--- config.mk ---
export PLATFORM = sky130hd
export DESIGN_NAME = mio_bus_arbiter
export DESIGN_NICKNAME = d
export VERILOG_FILES = /design/src/rtl/mio_bus_arbiter.sv
export SDC_FILE = /design/constraint.sdc
export NUM_CORES = 1
export LEC_CHECK = 0
export ABC_AREA = 0
export BUFFER_PORTS_ARGS = -buffer_cell sky130_fd_sc_hd__buf_4
export CELL_PAD_IN_SITES_DETAIL_PLACEMENT = 1
export CELL_PAD_IN_SITES_GLOBAL_PLACEMENT = 1
export CORE_MARGIN = 2
export CORE_UTILIZATION = 37
export DETAILED_ROUTE_END_ITERATION = 7
export MAX_ROUTING_LAYER = met4
export PLACE_DENSITY_LB_ADDON = 0.1
export SYNTH_ARGS = -nofsm -noshare
export SYNTH_HDL_FRONTEND = slang
export SYNTH_SLANG_ARGS = --single-unit
export TNS_END_PERCENT = 100
--- constraint.sdc ---
create_clock -name clk -period 4.01 [get_ports clk]
set_clock_uncertainty 0.15 [all_clocks]
set_input_delay 0.802 -clock clk [delete_from_list [all_inputs] [get_ports clk]]
set_output_delay 0.802 -clock clk [all_outputs]
set_load 0.05 [all_outputs]
--- src/rtl/mio_bus_arbiter.sv ---
// Two-master, one-slave memory bus arbiter with transaction sequencer and slave timeout.
// Define MIO_ARB_FIXED_PRIO_EN for fixed m0 priority; default build is round-robin.
module mio_bus_arbiter #(
  parameter int              AW       = 32,
  parameter int              DW       = 32,
  parameter int              TIMEOUT  = 15,
  parameter logic [DW-1:0]   ERR_DATA = 32'hDEADBEEF
) (
  input  logic          clk,
  input  logic          reset,
  input  logic          m0_req,
  input  logic          m0_we,
  input  logic [AW-1:0] m0_addr,
  input  logic [DW-1:0] m0_wdata,
  output logic [DW-1:0] m0_rdata,
  output logic          m0_ready,
  input  logic          m1_req,
  input  logic          m1_we,
  input  logic [AW-1:0] m1_addr,
  input  logic [DW-1:0] m1_wdata,
  output logic [DW-1:0] m1_rdata,
  output logic          m1_ready,
  output logic          mem_req,
  output logic          mem_we,
  output logic [AW-1:0] mem_addr,
  output logic [DW-1:0] mem_wdata,
  input  logic [DW-1:0] mem_rdata,
  input  logic          mem_ack,
  output logic [1:0]    grant,
  output logic          timeout_err
);

  typedef enum logic [1:0] {
    IDLE = 2'd0,
    XFER = 2'd1,
    DONE = 2'd2
  } state_t;

  localparam logic [7:0] TO_LIMIT = 8'(TIMEOUT);

  state_t     state, next_state;
  logic       owner;
  logic [7:0] counter;
  logic [7:0] cnt_inc;
  logic       req_any;
  logic       pick_m1;
  logic       timed_out;

`ifndef MIO_ARB_FIXED_PRIO_EN
  logic       last_owner;
`endif

  always_ff @(posedge clk or negedge reset) begin
    if (!reset) state <= IDLE;
    else        state <= next_state;
  end

  // Owner selection: a lone requester always wins; contention is resolved by policy.
  always_comb begin
    next_state = state;
    req_any    = m0_req | m1_req;
    cnt_inc    = counter + 8'd1;
    timed_out  = (cnt_inc >= TO_LIMIT);
`ifdef MIO_ARB_FIXED_PRIO_EN
    pick_m1    = ~m0_req & m1_req;
`else
    pick_m1    = m1_req & (~m0_req | ~last_owner);
`endif
    case (state)
      IDLE:    if (req_any) next_state = XFER;
      XFER:    if (mem_ack || timed_out) next_state = DONE;
      DONE:    next_state = IDLE;
      default: next_state = IDLE;
    endcase
  end

  always_ff @(posedge clk or negedge reset) begin
    if (!reset) begin
      owner       <= 1'b0;
      counter     <= 8'd0;
      grant       <= 2'b00;
      mem_req     <= 1'b0;
      mem_we      <= 1'b0;
      mem_addr    <= '0;
      mem_wdata   <= '0;
      m0_rdata    <= '0;
      m1_rdata    <= '0;
      m0_ready    <= 1'b0;
      m1_ready    <= 1'b0;
      timeout_err <= 1'b0;
`ifndef MIO_ARB_FIXED_PRIO_EN
      last_owner  <= 1'b1;
`endif
    end else begin
      m0_ready    <= 1'b0;
      m1_ready    <= 1'b0;
      timeout_err <= 1'b0;
      case (state)
        IDLE: begin
          if (req_any) begin
            owner     <= pick_m1;
            grant     <= pick_m1 ? 2'b10 : 2'b01;
            mem_req   <= 1'b1;
            mem_we    <= pick_m1 ? m1_we    : m0_we;
            mem_addr  <= pick_m1 ? m1_addr  : m0_addr;
            mem_wdata <= pick_m1 ? m1_wdata : m0_wdata;
            counter   <= 8'd0;
          end
        end
        // An ack in the final allowed cycle still counts as a normal completion.
        XFER: begin
          if (mem_ack) begin
            mem_req <= 1'b0;
            if (owner) begin
              m1_rdata <= mem_rdata;
              m1_ready <= 1'b1;
            end else begin
              m0_rdata <= mem_rdata;
              m0_ready <= 1'b1;
            end
          end else if (timed_out) begin
            mem_req     <= 1'b0;
            timeout_err <= 1'b1;
            if (owner) begin
              m1_rdata <= ERR_DATA;
              m1_ready <= 1'b1;
            end else begin
              m0_rdata <= ERR_DATA;
              m0_ready <= 1'b1;
            end
          end else begin
            counter <= cnt_inc;
          end
        end
        DONE: begin
          grant   <= 2'b00;
          counter <= 8'd0;
`ifndef MIO_ARB_FIXED_PRIO_EN
          last_owner <= owner;
`endif
        end
        default: begin
          grant   <= 2'b00;
          mem_req <= 1'b0;
        end
      endcase
    end
  end

endmodule

# Yosys cells after proc, flatten, opt, wreduce, memory -nomap -nowiden
# Index checks and enable logic that the tools add are counted.
# totals
word_cells	78
reg_bits	147
in_bits	167
# classes
n_reduce_logical	11
order_cmp	1
add_sub_neg	1
muxes	36
eq_ne	7
bitwise_logic	8
# ops
op	count
$mux W32	10
$mux W8	3
$pmux W8 S3	1
$mux W1	15
$reduce_and A3 Y1	3
$add A8 B1 Y8 const B	1
$ge A8 B4 Y1 const B	1
$mux W2	4
$ne A2 B2 Y1 const B	4
$pmux W2 S2	2
$reduce_and A2 Y1	3
$not A1 Y1	5
$reduce_and A4 Y1	1
$ne A3 B3 Y1 const B	1
$pmux W1 S3	1
$reduce_bool A3 Y1	1
$eq A2 B1 Y1 const B	1
$eq A2 B2 Y1 const B	1
$logic_not A2 Y1	1
$or A1 B1 Y1	2
$reduce_bool A2 Y1	1
$and A1 B1 Y1	1
$logic_or A1 B1 Y1	1

# Logic depth before layout (Yosys ltp)
# depth
depth_word	6
depth_mapped	8
ltp_nobuf	7

# Least setup slack after synthesis
# OpenSTA, ideal clock, no wires.
# synth_path
path_type	in2reg
start	in m1_req
end	reg mem_addr[0]
cell_stages	6
setup_time_ns	0.127
path_slack_ns	1.825
arrival_ns	1.908
n_path_buf	2
cell_sequence	o21ai_1 > a21oi_1 > clkbuf_1 > clkbuf_1 > a222oi_1 > inv_1
# synth_via
elab_chain_len	2
elab_cells_between_ends	4
cone_classes	mux: 1; bitwise: 2; reduce/logical: 1
# synth_rtl
element	line_no	text
from (decl)	17	input logic m1_req,
$and A1 B1 Y1 / $or A1 B1 Y1 (equally long branches)	67, 61	
$mux W32 / $reduce_and A2 Y1 (equally long branches)	--	
to (signal assigned)	105	mem_addr <= pick_m1 ? m1_addr : m0_addr;
to (decl)	25	output logic [AW-1:0] mem_addr,
# Several ways; a longest one is shown, not always the timed one.
# A chain may end at the register's enable or synchronous reset.

# Worst setup path after layout
# layout_path
start	reg state[0]
end	reg m0_rdata[26]
# layout_via
elab_chain_len	2
# layout_rtl
element	line_no	text
from (decl)	41	state_t state, next_state;
from (signal assigned)	55	else state <= next_state;
$eq A2 B1 Y1	98	case (state)
$reduce_and A3 Y1 (no source line)	--	
to (signal assigned)	118	m0_rdata <= mem_rdata;
to (decl)	15	output logic [DW-1:0] m0_rdata,
# No other way between the ends.

==> results.yml <==
clock_tree:
  clk_latency_ns: 0.42
  hold_buffers: 0
  post_cts_buffers: 0
  worst_setup_hold_path_clk_slew_ns: 0.06
  cts_resized: 0
  clockRootBuffer: "clkbuf_16"
  h-tree-depth: 4
  cts_made_buffers: 17
  clockBufferDepth: 2
  clock_sinks: 147
  tritoncts: "yes"
sta:
  tns_ns: 0
  min_period_over_period_pct: 60.02
  hold_violations: 0
  rsz0062_at_grt: "no"
  setup_viol: 0
  min_period_ns: 2.407
  fmax_mhz: 415.5
  tightest_slew_ns: 0.9744
  slew_headroom_pct: 34.88
  slew_viol_final: 0
worst_setup_path:
  worstSetupPathType: "flop to flop"
  critPathArrivalTime_ns: 2.55
  crit_required_ns: 4.16
  rrSetupSlack_ns: 1.60
  cp_max_fo: 24
  cp-end-kind: "flop"
  r2r_cells: 4
  startpoint_type: "flop"
  worst_r2r_endpoint: "m0_rdata[26]"
  r2r_start: "state[0]"
logic_synthesis:
  syn_area_um2: 5974
  yosys_warnings: 0
  synthesis.nets: 674
  yosysUniqueCellTypes: 46
  synthCells: 505
  ys_ff_latch: 147
  synth_seq_area_share_pct: 61.59
  syn_area_per_cell_um2: 11.83
floorplanning:
  rows: 46
  die_w_um: 131.1
  initial_core_util_pct: 37.75
  die_height_um: 131.1
  core-area_um2: 15830
  num_io_pins: 302
  dieArea_um2: 17180
placement:
  io_buffers: 301
  dp_cells: 987
  place_area_um2: 8429
  gp_congestion: 0.7918
  dp_hpwl_um: 14950
final_layout:
  final_util_pct: 57.04
  multiInputGateArea_um2: 1779
  drive_above_1_share_pct: 43.34
  final_cells: 1019
  n_antenna_cell: 0
  final_area_um2: 9027
  syn2layout_area_growth_pct: 51.10
  fillCellCount: 1686
  regArea_um2: 3680
  finalNetCount: 959
outcome:
  status: "finished clean"
route:
  ant_nets: 0
  wirelength_um: 21110
  avgViaCountPerCell: 5.441
  dr.pass1.iters: 8
  wl_per_cell_um: 20.72
  drc: 0
  via_count: 5544
  drt_iter0_drc: 477
min_path:
  hold_path_class: "input port to asynchronous set/reset pin"
grt:
  globalRouteOverflowTotal: 0
  grt_max_degree: 80
  antenna_found_initial: 0
  grt_use_total_pct: 24.92
  grt_first_pass_wirelength_um: 31430
  grt_pass1_vias: 5930
power:
  power_density_nw_per_um2: 1032
  ir_worst_vdd_v: 0.0005462
  cellLeakagePower_nw: 4.685
flow_run:
  drv_cap: 0
## how the worst max path moves through the flow
| stage | startpoint | to | slack (ns) | cells after the start |
|---|---|---|---|---|
| after global placement | m0_req | mem_wdata[13] | 1.56 | 6 |
| final | state[0] | m0_rdata[26] | 1.60 | 4 |
| after floorplan | m1_req | mem_addr[0] | 1.82 | 6 |
| after detailed placement | m0_req | mem_wdata[5] | 1.49 | 6 |
| after global routing | state[0] | m0_rdata[2] | 1.40 | 4 |
| after CTS | state[0] | m0_rdata[28] | 1.60 | 4 |
## per-stage QoR
stage / power (mW) / hold WS (ns) / setup WS, ns
detailed placement: 7.729 / 0.3338 / 1.488
floorplan: 5.971 / 0.3564 / 1.825
CTS: 9.395 / 0.2552 / 1.596
global route: 9.772 / 0.2740 / 1.395
finish: 9.317 / 0.2299 / 1.603
global placement: 7.608 / 0.3242 / 1.560
## per-layer routing
layer	vias to the layer above	global-route usage, %	part of all wire [%]
met1	2803	27.47	38
met2	244	41.94	51
met3	36	7.833	8.1
met4	0	10.26	3.0
met5	-	-	0
li1	2461	-	-
## power breakdown
part           switching (mW)  leakage [nW]  internal [mW]  total, mW
clock network           0.608         0.292           1.01       1.62
logic                    3.55          2.65           1.51       5.06
registers               0.461          1.75           2.17       2.63
## cell families (layout without fill, tap and decap cells)
logic type	Yosys count	in the layout	synth area share, %
buffers and inverters	138	436	9.089
AO/OA/AOI/OAI	151	151	22.56
multiplexers	4	4	0.6911
XOR/XNOR	2	2	0.2932
flip-flops	147	147	61.59
adder cells (fa/ha/maj)	2	2	0.4188
AND/OR/NAND/NOR	61	61	5.361
## synth_stat cells, drive strengths merged
cell type  number  area share (%)
a211o           1            0.15
a21o            2            0.38
a21oi          29             2.4
nor2b           3            0.31
o32a           24             4.0
o31ai           1            0.13
dfstp           1            0.44
dfrtp         146              61
xnor2           2            0.29
and3            7            0.73
o2111ai         1            0.25
o31a            1            0.15
inv            97             6.1
a32o           16             2.7
nor3           27             2.3
o22a            1            0.15
a311oi          1            0.15
o21a            1            0.13
mux2            1            0.19
o21bai          1            0.13
o211ai          1            0.13
nand4b          1            0.15
a31oi           1            0.10
clkbuf         33             2.1
nor2            5            0.36
nand2b          1            0.10
and2            2            0.25
mux2i           3            0.50
nand4           2            0.21
and3b           1            0.15
nand2           9            0.57
or2             1            0.10
o21ai           4            0.59
buf             8            0.88
ha              2            0.42
a21boi          1            0.13
a222oi         65              11
nand3           2            0.17
## final cells by class
class / instances / share of cell area [%]
clock buffer: 23 / 5.184
clock inverter: 9 / 1.441
inverter: 97 / 4.061
multi-input combinational: 220 / 19.71
sequential: 147 / 40.76
tap: 216 / 2.994
timing repair buffer: 307 / 25.85
## state kept, by name, summed over array words and instances (netlist names)
register,flops
counter,8
grant,2
last_owner,1
m0_rdata,32
m0_ready,1
m1_rdata,32
m1_ready,1
mem_addr,32
mem_req,1
mem_wdata,32
mem_we,1
owner,1
state,2
timeout_err,1
## worst max-delay path, stage by stage (launching register included)
cell and delay (ns):
dfrtp_1 0.55, nand2b_1 0.17, nor2_2 0.44, inv_1 0.51
o32a_1 0.44
## placed cells by master, fill, tap and decap left out, types with 7 or more instances in the layout
cell / netlist / routed
a222oi_1: 65 / 65
a21oi_1: 29 / 28
nand2_1: 9 / 9
and3_1: 7 / 7
o32a_1: 24 / 24
inv_1: 96 / 96
clkbuf_16: 0 / 17
buf_4: 0 / 304
dfrtp_1: 146 / 146
nor3_1: 27 / 26
a32o_1: 16 / 16
Note: power is estimated with default switching activity, not from simulation.
